<file path="src/rtl/dp_controller_pkg.sv">
`default_nettype none
// ============================================================================
// Module   : dp_controller_pkg
// Purpose  : State encodings and default widths for the datapath controller.
// Revision : 1.0 - initial release
// ============================================================================
package dp_controller_pkg;

    localparam int c_DATA_W = 32;
    localparam int c_ADDR_W = 5;
    localparam int c_OP_W   = 3;
    localparam int c_CNT_W  = 16;

    localparam logic [2:0] c_ST_IDLE   = 3'd0;
    localparam logic [2:0] c_ST_LOAD_A = 3'd1;
    localparam logic [2:0] c_ST_LOAD_B = 3'd2;
    localparam logic [2:0] c_ST_EXEC   = 3'd3;
    localparam logic [2:0] c_ST_READ   = 3'd4;
    localparam logic [2:0] c_ST_RESP   = 3'd5;

    typedef enum logic [2:0] {
        ST_IDLE   = c_ST_IDLE,
        ST_LOAD_A = c_ST_LOAD_A,
        ST_LOAD_B = c_ST_LOAD_B,
        ST_EXEC   = c_ST_EXEC,
        ST_READ   = c_ST_READ,
        ST_RESP   = c_ST_RESP
    } state_t;

endpackage
`default_nettype wire

</file>
<file path="src/rtl/dp_controller.sv">
`default_nettype none
// ============================================================================
// Module   : dp_controller
// Purpose  : Command sequencer stepping the register-file/ALU datapath through
//            load, execute/write-back and readback, then returning the value.
// Revision : 1.0 - initial release
// ============================================================================
module dp_controller
    import dp_controller_pkg::*;
#(
    parameter int DATA_W = c_DATA_W,
    parameter int ADDR_W = c_ADDR_W,
    parameter int OP_W   = c_OP_W,
    parameter int CNT_W  = c_CNT_W
) (
    input  logic              ctl_clk,
    input  logic              ctl_reset,
    input  logic              cmd_valid,
    output logic              cmd_ready,
    input  logic              cmd_rd_only,
    input  logic [OP_W-1:0]   cmd_op,
    input  logic [DATA_W-1:0] cmd_a,
    input  logic [DATA_W-1:0] cmd_b,
    input  logic [ADDR_W-1:0] cmd_addr,
    output logic              rsp_valid,
    input  logic              rsp_ready,
    output logic [DATA_W-1:0] rsp_data,
    output logic [DATA_W-1:0] ctl_inp1,
    output logic [DATA_W-1:0] ctl_inp2,
    output logic              ctl_load1,
    output logic              ctl_load2,
    output logic [OP_W-1:0]   ctl_sel_alu,
    output logic [ADDR_W-1:0] ctl_WriteAddress,
    output logic [ADDR_W-1:0] ctl_ReadAddress,
    output logic              ctl_ReadWriteEn,
    output logic              ctl_done,
    input  logic [DATA_W-1:0] ctl_read_datapath,
    output logic [CNT_W-1:0]  ctl_cmd_count
);

    state_t              r_state;
    state_t              w_state_nxt;
    logic                w_accept;
    logic [DATA_W-1:0]   r_cmd_b;
    logic [OP_W-1:0]     r_cmd_op;
    logic [ADDR_W-1:0]   r_cmd_addr;
    logic [DATA_W-1:0]   r_inp1;
    logic [DATA_W-1:0]   r_inp2;
    logic [OP_W-1:0]     r_sel;
    logic [ADDR_W-1:0]   r_waddr;
    logic [ADDR_W-1:0]   r_raddr;
    logic [DATA_W-1:0]   r_rsp_data;
    logic [CNT_W-1:0]    r_cnt;

    assign w_accept = (r_state == ST_IDLE) && cmd_valid;

    always_ff @(posedge ctl_clk) begin
        if (ctl_reset) begin
            r_state <= ST_IDLE;
        end else begin
            r_state <= w_state_nxt;
        end
    end

    always_comb begin
        w_state_nxt = r_state;
        case (r_state)
            ST_IDLE:   if (cmd_valid) w_state_nxt = cmd_rd_only ? ST_READ : ST_LOAD_A;
            ST_LOAD_A: w_state_nxt = ST_LOAD_B;
            ST_LOAD_B: w_state_nxt = ST_EXEC;
            ST_EXEC:   w_state_nxt = ST_READ;
            ST_READ:   w_state_nxt = ST_RESP;
            ST_RESP:   if (rsp_ready) w_state_nxt = ST_IDLE;
            default:   w_state_nxt = ST_IDLE;
        endcase
    end

    // Each datapath control value is updated on the edge entering the state
    // that strobes it, so it only changes when that strobe is about to fire.
    always_ff @(posedge ctl_clk) begin
        if (ctl_reset) begin
            r_cmd_b    <= '0;
            r_cmd_op   <= '0;
            r_cmd_addr <= '0;
            r_inp1     <= '0;
            r_inp2     <= '0;
            r_sel      <= '0;
            r_waddr    <= '0;
            r_raddr    <= '0;
            r_rsp_data <= '0;
            r_cnt      <= '0;
        end else begin
            if (w_accept) begin
                r_cmd_b    <= cmd_b;
                r_cmd_op   <= cmd_op;
                r_cmd_addr <= cmd_addr;
                if (cmd_rd_only) begin
                    r_raddr <= cmd_addr;
                end else begin
                    r_inp1 <= cmd_a;
                end
            end
            if (r_state == ST_LOAD_A) begin
                r_inp2 <= r_cmd_b;
            end
            if (r_state == ST_LOAD_B) begin
                r_sel   <= r_cmd_op;
                r_waddr <= r_cmd_addr;
            end
            if (r_state == ST_EXEC) begin
                r_raddr <= r_cmd_addr;
            end
            if (r_state == ST_READ) begin
                r_rsp_data <= ctl_read_datapath;
            end
            if ((r_state == ST_RESP) && rsp_ready) begin
                r_cnt <= r_cnt + CNT_W'(1);
            end
        end
    end

    assign cmd_ready        = (r_state == ST_IDLE);
    assign ctl_load1        = (r_state == ST_LOAD_A);
    assign ctl_load2        = (r_state == ST_LOAD_B);
    // Reset forces read mode so an in-flight EXEC cannot write on the reset edge.
    assign ctl_ReadWriteEn  = ctl_reset || (r_state != ST_EXEC);
    assign rsp_valid        = (r_state == ST_RESP);
    assign ctl_done         = (r_state == ST_RESP);
    assign ctl_inp1         = r_inp1;
    assign ctl_inp2         = r_inp2;
    assign ctl_sel_alu      = r_sel;
    assign ctl_WriteAddress = r_waddr;
    assign ctl_ReadAddress  = r_raddr;
    assign rsp_data         = r_rsp_data;
    assign ctl_cmd_count    = r_cnt;

endmodule
`default_nettype wire

</file>
<file path="config.mk">
export PLATFORM = sky130hd
export DESIGN_NAME = dp_controller
export DESIGN_NICKNAME = d
export VERILOG_FILES = /design/src/rtl/dp_controller_pkg.sv /design/src/rtl/dp_controller.sv
export SDC_FILE = /design/constraint.sdc
export NUM_CORES = 1
export LEC_CHECK = 0
export CORE_ASPECT_RATIO = 0.9
export CORE_MARGIN = 2
export CORE_UTILIZATION = 35
export CTS_CLUSTER_SIZE = 8
export DETAILED_ROUTE_END_ITERATION = 8
export PLACE_DENSITY = 0.72
export SLEW_MARGIN = 20
export SYNTH_ARGS = -nofsm -noshare
export SYNTH_HDL_FRONTEND = slang
export SYNTH_SLANG_ARGS = --single-unit
</file>
<file path="constraint.sdc">
create_clock -name ctl_clk -period 1.9 [get_ports ctl_clk]
set_input_delay 0.38 -clock ctl_clk [delete_from_list [all_inputs] [get_ports ctl_clk]]
set_output_delay 0.38 -clock ctl_clk [all_outputs]
set_load 0.01 [all_outputs]
</file>
== Yosys cells after proc, flatten, opt, wreduce, memory -nomap -nowiden ==
Index checks and enable logic that the tools add are counted.

* Add/sub/neg operators: 1
* Eq/ne operators: 8
* Mux-type cells: 7
* Bitwise gates (word level): 1
* Reduce and logical (&&, ||, !) cells: 9

{| class="wikitable"
|+ Operators by type and width
! operator !! number
|-
| 3-bit one-hot mux with 6 select lines || 1
|-
| 16-bit by 1-bit adder with 16-bit output, second input constant || 1
|-
| 5-bit two-way mux || 3
|-
| 3-bit two-way mux || 3
|-
| 3-bit by 2-bit equality test with 1-bit output, second input constant || 2
|-
| 3-bit equality test, second input constant || 2
|-
| 2-bit AND reduction || 3
|-
| 2-bit != test, second input constant || 2
|-
| 2-bit nonzero test || 2
|-
| 3-bit by 1-bit equality test with 1-bit output, second input constant || 1
|-
| 3-bit logical NOT || 1
|-
| 3-bit by 2-bit != test with 1-bit output, second input constant || 1
|-
| 1-bit logical AND || 2
|-
| 1-bit logical OR || 1
|-
| 1-bit NOT || 1
|}

* Bits in registers: 168
* Input bits: 109
* Output and inout port bits: 131
* Word-level logic and storage cells: 37

== Depth between registers and ports, before layout ==
Gate-level depths: netlist of the first run.

* Word-level depth: 4
* Mapped depth: 7
* Mapped depth without buffers: 5

== Worst setup path after synthesis of the first run ==
OpenSTA, ideal clock, no wires.

* Path kind: flip-flop to output port
* Start: register r_state[2]
* End: output port ctl_load1
* Arrival: 1.299 ns
* Data required time: 1.520 ns
* Setup slack: 0.221 ns
* Cell stages (with the launch flop): 6
* Buffers on the path: 3
* Cells stage by stage: dfxtp_1 clkbuf_1 or3b_1 clkbuf_1 inv_2 buf_2

* Word-level cells in the longest chain between the ends: 1

{| class="wikitable"
|+ Ends and longest elaborated chain
! element !! RTL line !! source
|-
| start: declaration || dp_controller.sv:41 || <nowiki>state_t r_state;</nowiki>
|-
| start signal: assignment || dp_controller.sv:61 || <nowiki>r_state <= w_state_nxt;</nowiki>
|-
| 3-bit by 1-bit equality test with 1-bit output || dp_controller.sv:123 || <nowiki>assign ctl_load1 = (r_state == ST_LOAD_A);</nowiki>
|-
| end: declaration || dp_controller.sv:30 || <nowiki>output logic ctl_load1,</nowiki>
|}

Every way passes these cells.

== Worst setup path in the final report of the first run ==
* Start: register r_cnt[6], in the netlist ctl_cmd_count[6]
* End: output port ctl_cmd_count[6]

{| class="wikitable"
|+ RTL lines
! element !! RTL line !! source
|-
| start: declaration || dp_controller.sv:53 || <nowiki>logic [CNT_W-1:0] r_cnt;</nowiki>
|-
| start signal: assignment || dp_controller.sv:117 || <nowiki>r_cnt <= r_cnt + CNT_W'(1);</nowiki>
|-
| end: declaration || dp_controller.sv:38 || <nowiki>output logic [CNT_W-1:0] ctl_cmd_count</nowiki>
|}

No word-level cell between the ends.

==> results of run 1 <==
## timing repair
action / CTS / global route
setup endpoints to repair: 6 / 4
gates cloned: 0 / 0
gates resized for setup: 14 / 4
setup buffers: 0 / 0
hold buffers: 0 / 0
pin swaps: 0 / 0
## critical path, delay by kind of cell, from the launching register on
kind / cells / cell delay (ps)
buffers and inverters: 2 / 700
flip-flops: 1 / 330
## power breakdown
group	internal, mW	switching, mW	total (mW)
logic	0.682	0.672	1.35
registers	3.73	0.108	3.84
clock network	2.13	1.37	3.51
total	6.55	2.15	8.70
## cells in the final DEF (no fill, tap or decap), types with 3 or more instances in the layout
cell type | synthesis | routed
clkinvlp_4 | 0 | 3
a211oi_1 | 5 | 5
dfxtp_1 | 168 | 165
nand3_1 | 5 | 5
o21ai_0 | 5 | 5
bufinv_16 | 0 | 3
or3_1 | 6 | 6
inv_1 | 4 | 4
buf_4 | 1 | 24
nand2_1 | 297 | 297
nor4_1 | 4 | 4
xnor2_1 | 8 | 8
mux2i_1 | 6 | 6
a21oi_1 | 152 | 152
clkdlybuf4s50_1 | 0 | 232
clkbuf_16 | 0 | 17
dfxtp_2 | 0 | 3
clkinv_4 | 0 | 3
nor2_1 | 21 | 20
nor3_1 | 4 | 4
buf_12 | 0 | 6
## final cells by class
class                   count  share of cell area (%)
diodes                      1                 0.02662
clock buffers              20                   4.859
clock inverters            11                   1.584
inverters                   6                  0.2396
multi-input cells         534                   26.13
flip-flops and latches    168                   35.82
well taps                 211                   2.809
repair buffers            269                   28.53
## flip-flops by register name (all words and copies together), names as in the netlist
signal            count
ctl_ReadAddress       5
ctl_WriteAddress      5
ctl_cmd_count        16
ctl_inp1             32
ctl_inp2             32
ctl_sel_alu           3
r_cmd_addr            5
r_cmd_b              32
r_cmd_op              3
r_state               3
rsp_data             32
## worst paths after layout
| path | startpoint | endpoint | depth (start not counted) | slack (ps) |
|---|---|---|---|---|
| worst min register to register | r_cmd_b[1]$_SDFFE_PP0P_ | ctl_inp2[1]$_SDFFE_PP0P_ | 2 | 450 |
| worst max register to register | r_state[0]$_SDFFE_PP0P_ | r_cmd_b[21]$_SDFFE_PP0P_ | 5 | 130 |
| worst max-delay path | ctl_cmd_count[6]$_SDFFE_PP0P_ | ctl_cmd_count[6] | 2 | 80 |
| worst min-delay path | r_cmd_b[1]$_SDFFE_PP0P_ | ctl_inp2[1]$_SDFFE_PP0P_ | 2 | 450 |
## layer usage
layer | wire, um | global-route usage (%) | vias to the layer above | share of wire [%]
met1 | 7398 | 22.02 | 2574 | 44
met2 | 7893 | 30.35 | 168 | 47
li1 | - | - | 2946 | -
met5 | 0 | 0 | - | 0
met3 | 1372 | 7.108 | 14 | 8.1
met4 | 218 | 5.475 | 0 | 1.3
## kinds of logic after synthesis
| logic type | count (synthesis) | share of synthesized area, % |
|---|---|---|
| adder cells (fa/ha/maj) | 1 | 0.2071 |
| buffers and inverters | 60 | 3.915 |
| multiplexers | 6 | 0.9944 |
| AO/OA/AOI/OAI | 166 | 14.21 |
| flip-flops | 168 | 55.69 |
| XOR/XNOR | 10 | 1.450 |
| AND/OR/NAND/NOR | 351 | 23.53 |
==> impl_metrics.py, run 1 <==
metrics = {
    "clocking": {
        "cts_max_level": 4,
        "cts.sinks": 168,
        "clkTransAtPathRegs_ps": 70,
        "numCtsBuffers": 17,
        "worstSkewPairLatency_ps": 410,
        "cts_buffer_depth": 2,
        "cts_tree": "yes",
        "root_buffer": "clkbuf_16",
    },
    "synth": {
        "synth_area_leaders": "dfxtp_1 (56%), nand2_1 (18%), a21oi_1 (13%)",
        "synth_top_area_share_pct": 55.69,
        "synthFlopType": "dfxtp_1",
        "netlist_area_um2": 6040,
        "yosysUniqueCellTypes": 37,
        "yosys_warnings": 0,
        "synthesis.instances": 762,
        "synth-edff-count": 0,
        "synth_area_leader_cell": "dfxtp_1",
        "ys_ff_latch": 168,
        "yosysMostFrequentCell": "nand2_1",
        "ys_top_cells_by_count": "nand2_1 (297), dfxtp_1 (168), a21oi_1 (152)",
        "ys_seq_area_share_pct": 55.69,
        "synth.net_count": 872,
        "async_reset_ff_share_pct": 0,
        "syn_area_per_cell_um2": 7.926,
    },
    "placed_design": {
        "io_buffers": 239,
        "dpl_worst_slack_ps": -277.7,
        "place_area_um2": 8796,
        "place_inst": 1188,
        "place_hpwl_um": 11200,
        "place.gp.congestion": 0.7421,
    },
    "timing": {
        "grt_setup_unrepaired": "no",
        "post-route-period-util_pct": 95.69,
        "final_hold_viol_count": 0,
        "min_period_ps": 1818,
        "hold_ws_ps": 447.8,
        "fmax_mhz": 550.0,
        "max_slew.worst_pin.slew_ps": 771.4,
        "tns_ps": 0,
        "slew_viol_final": 0,
        "setup_viol_count_final": 0,
        "slew_headroom_pct": 48.57,
        "fin_ws_ps": 81.84,
        "fin_skew_ps": 7.716,
    },
    "layout": {
        "area_growth_pct": 55.62,
        "fin_util_pct": 55.64,
        "seqCellArea_um2": 3367,
        "n_fill_cell": 1612,
        "stdcell_count": 1220,
        "fin_area_um2": 9399,
        "layout-drive-gt1-share_pct": 7.341,
        "multi_input_area_um2": 2456,
        "layout.nets": 1106,
    },
    "global_routing": {
        "grt_overflow": 0,
        "grt_first_pass_wirelength_um": 26650,
        "grt_pass1_vias": 5372,
        "grt.total_usage_pct": 18.27,
        "antenna_found_initial": 1,
        "grt_max_degree": 169,
    },
    "setup_path": {
        "cp_data_arrival_time_ps": 1440,
        "startpoint_type": "flop",
        "max_stage_delay_ps": 550,
        "worstSetupPathType": "flop to output port",
        "slowest_stage": "clkdlybuf4s50_1",
        "end_kind": "output port",
        "cp_cell_sequence": "buf_4, clkdlybuf4s50_1",
        "path_max_fanout": 6,
        "crit_required_ps": 1520,
    },
    "floorplan": {
        "chipHeight_um": 128.6,
        "die-area_um2": 18320,
        "io_pins": 240,
        "die_w_um": 142.5,
        "initial_core_util_pct": 35.76,
        "coreArea_um2": 16890,
        "rows": 45,
    },
    "detailed_routing": {
        "drt_pass1_iterations": 5,
        "via_per_inst": 4.674,
        "vias": 5702,
        "drt_iter0_drc": 181,
        "drc": 0,
        "drt-total-wl_um": 16880,
        "ant_nets": 0,
        "wl_per_cell_um": 13.84,
    },
    "min_path": {
        "hp-class": "flop to flop",
    },
    "power": {
        "powerDensity_nw_per_um2": 926.0,
        "leakage_nw": 3.351,
        "ir_drop_mv": 0.6364,
        "power.total_mw": 8.704,
    },
    "outcome": {
        "status": "finished, final reports clean",
    },
    "job": {
        "cap_violations": 0,
    },
}
(Power assumes the default switching activity.)
==> run 2: changes to the inputs <==
--- a/config.mk
+++ b/config.mk
@@ -11,6 +11,7 @@
 export CTS_CLUSTER_SIZE = 8
 export DETAILED_ROUTE_END_ITERATION = 8
 export PLACE_DENSITY = 0.72
+export SETUP_SLACK_MARGIN = 0.5
 export SLEW_MARGIN = 20
 export SYNTH_ARGS = -nofsm -noshare
 export SYNTH_HDL_FRONTEND = slang
==> run 2 against run 1 <==
  * Critical endpoint is now ctl_ReadWriteEn
  * Sequential power about the same
  * Core utilization increased by 10 points
  * Combinational power increased by 59%
  * Sequential share of layout area decreased by 4.8 points
  * Maximum frequency increased by 0.32%
  * Largest cell class is now non-clock buffers
  * Die area unchanged
  * Critical path depth increased by 2
  * Total power increased by 7.3%
  * First-iteration DRC count increased by 61%
  * Routed wire length increased by 31%
  * Highest routed layer unchanged
==> impl_metrics.py, run 2 (synthesis gave the netlist of run 1 again) <==
metrics = {
    "outcome": {
        "status": "finished, final reports clean",
    },
    "layout": {
        "final_common_cell": "nand2_1",
        "layout.nets": 1162,
        "num_antenna_cells": 0,
        "layout-drive-gt1-share_pct": 37.03,
        "final_cell_mix": "nand2_1 (199), dfxtp_1 (137), a21oi_1 (109)",
        "area_growth_pct": 83.61,
    },
    "clocking": {
        "numCtsBuffers": 17,
        "worstSkewPairLatency_ps": 420,
        "root_buffer": "clkbuf_16",
        "cts.sinks": 168,
        "clkTransAtPathRegs_ps": 60,
        "cts_tree": "yes",
        "cts_max_level": 4,
        "cts_buffer_depth": 2,
    },
    "detailed_routing": {
        "met2_length_um": 10570,
        "vias": 6293,
        "wl_per_cell_um": 17.32,
        "drt-total-wl_um": 22080,
        "top_layer": "met4",
        "drt_iter0_drc": 291,
        "via_per_inst": 4.936,
        "met3WireLength_um": 1705,
        "met1_length_um": 9314,
        "drc": 0,
        "ant_nets": 0,
        "drt_pass1_iterations": 4,
    },
    "global_routing": {
        "grt_first_pass_wirelength_um": 30950,
        "grt_overflow": 0,
        "antenna_found_initial": 0,
        "grt_max_degree": 94,
        "grt_pass1_vias": 5794,
        "grt.total_usage_pct": 21.57,
    },
    "setup_path": {
        "r2r-start": "r_state[2]$_SDFFE_PP0P_",
        "crit_required_ps": 1520,
        "slowest_stage": "dfxtp_4",
        "path_common_cell": "buf_6",
        "cp-startpoint": "r_state[2]$_SDFFE_PP0P_",
        "cp_cell_sequence": "buf_6, nand3b_1, or2_4, buf_6",
        "max_stage_delay_ps": 360,
        "end_kind": "output port",
        "cp_data_arrival_time_ps": 1430,
        "worstSetupPathType": "flop to output port",
        "path_max_fanout": 5,
        "startpoint_type": "flop",
    },
    "timing": {
        "fmax_mhz": 551.8,
        "grt_setup_unrepaired": "yes",
        "max_slew.worst_pin.slew_ps": 1148,
        "slew_headroom_pct": 23.48,
        "hold_ws_ps": 451.4,
        "min_period_ps": 1812,
        "slew_viol_final": 0,
        "setup_viol_count_final": 0,
        "tns_ps": 0,
        "fin_skew_ps": 10.34,
        "final_hold_viol_count": 0,
        "post-route-period-util_pct": 95.39,
    },
    "placed_design": {
        "place_hpwl_um": 12020,
        "place.gp.congestion": 0.7712,
        "io_buffers": 239,
    },
    "job": {
        "cap_violations": 0,
    },
    "floorplan": {
        "io_pins": 240,
        "die-area_um2": 18320,
        "rows": 45,
        "die_w_um": 142.5,
        "chipHeight_um": 128.6,
        "initial_core_util_pct": 35.76,
        "coreArea_um2": 16890,
    },
    "power": {
        "ir_drop_mv": 0.7235,
        "p_clk_share_pct": 35.6,
        "p_sw_share_pct": 27.57,
        "leakage_nw": 5.314,
        "power_frac_comb_pct": 23.0,
        "sequentialPowerShare_pct": 41.4,
        "p_int_mw": 6.764,
        "powerDensity_nw_per_um2": 842.1,
        "p_sw_mw": 2.575,
    },
    "min_path": {
        "min_from": "rsp_data[30]$_SDFFE_PP0N_",
        "hp-class": "flop to flop",
    },
}
run 2: final timing paths:
check,endpoint,slack (ps),cells past startpoint
worst min register to register,rsp_data[30]$_SDFFE_PP0N_,450,2
worst max-delay path,ctl_ReadWriteEn,90,4
worst max register to register,r_cmd_b[16]$_SDFFE_PP0P_,100,7
worst min-delay path,rsp_data[30]$_SDFFE_PP0N_,450,2
run 2: through the flow:
| step | util, % | power [mW] | cells | setup WS, ps | area (um2) |
|---|---|---|---|---|---|
| floorplan | - | 4.604 | 762 | 348.8 | 6306 |
| global placement | 52.21 | 5.250 | 1182 | -294.2 | 8818 |
| detailed placement | 52.21 | 5.271 | 1182 | -333.6 | 8818 |
| CTS | 60.46 | 9.013 | 1259 | 96.13 | 10210 |
| global route | 65.65 | 9.699 | 1275 | 36.97 | 11090 |
| finish | 65.65 | 9.339 | 1275 | 87.63 | 11090 |
run 2: layer usage:
| layer | up-vias | GRT usage (%) |
|---|---|---|
| met5 | - | 0 |
| met4 | 0 | 5.882 |
| met3 | 28 | 8.374 |
| met2 | 212 | 33.96 |
| met1 | 2971 | 27.76 |
| li1 | 3082 | - |
run 2: worst max-delay path: cells and delay by family (launching register included):
family / cells / cell delay, ps
buf+inv: 2 / 250
flops: 1 / 360
simple gates: 2 / 410
run 2: layout make-up:
class | instances | area [um2]
well taps | 211 | 264.0
multi-input cells | 535 | 3317
fillers | 1291 | 5802
clock buffers | 24 | 491.7
inverters | 6 | 27.53
flip-flops and latches | 168 | 3442
repair buffers | 324 | 3477
clock inverters | 7 | 70.07
run 2: power by group through the flow:
| stage | clock (mW) | sequential [mW] | combinational [mW] |
|---|---|---|---|
| floorplan | 0 | 3.95 | 0.652 |
| global placement | 0 | 3.90 | 1.35 |
| detailed placement | 0 | 3.91 | 1.36 |
| CTS | 3.36 | 3.83 | 1.83 |
| global route | 3.54 | 3.89 | 2.28 |
| finish | 3.33 | 3.87 | 2.14 |
run 2: repair_timing:
item | CTS | global route
gates resized for setup | 314 | 325
buffers inserted | 33 | 12
endpoints found under the setup margin | 283 | 273
pin swaps | 11 | 68
gates cloned | 13 | 4
hold endpoints to repair | 0 | 0
hold buffers | 0 | 0
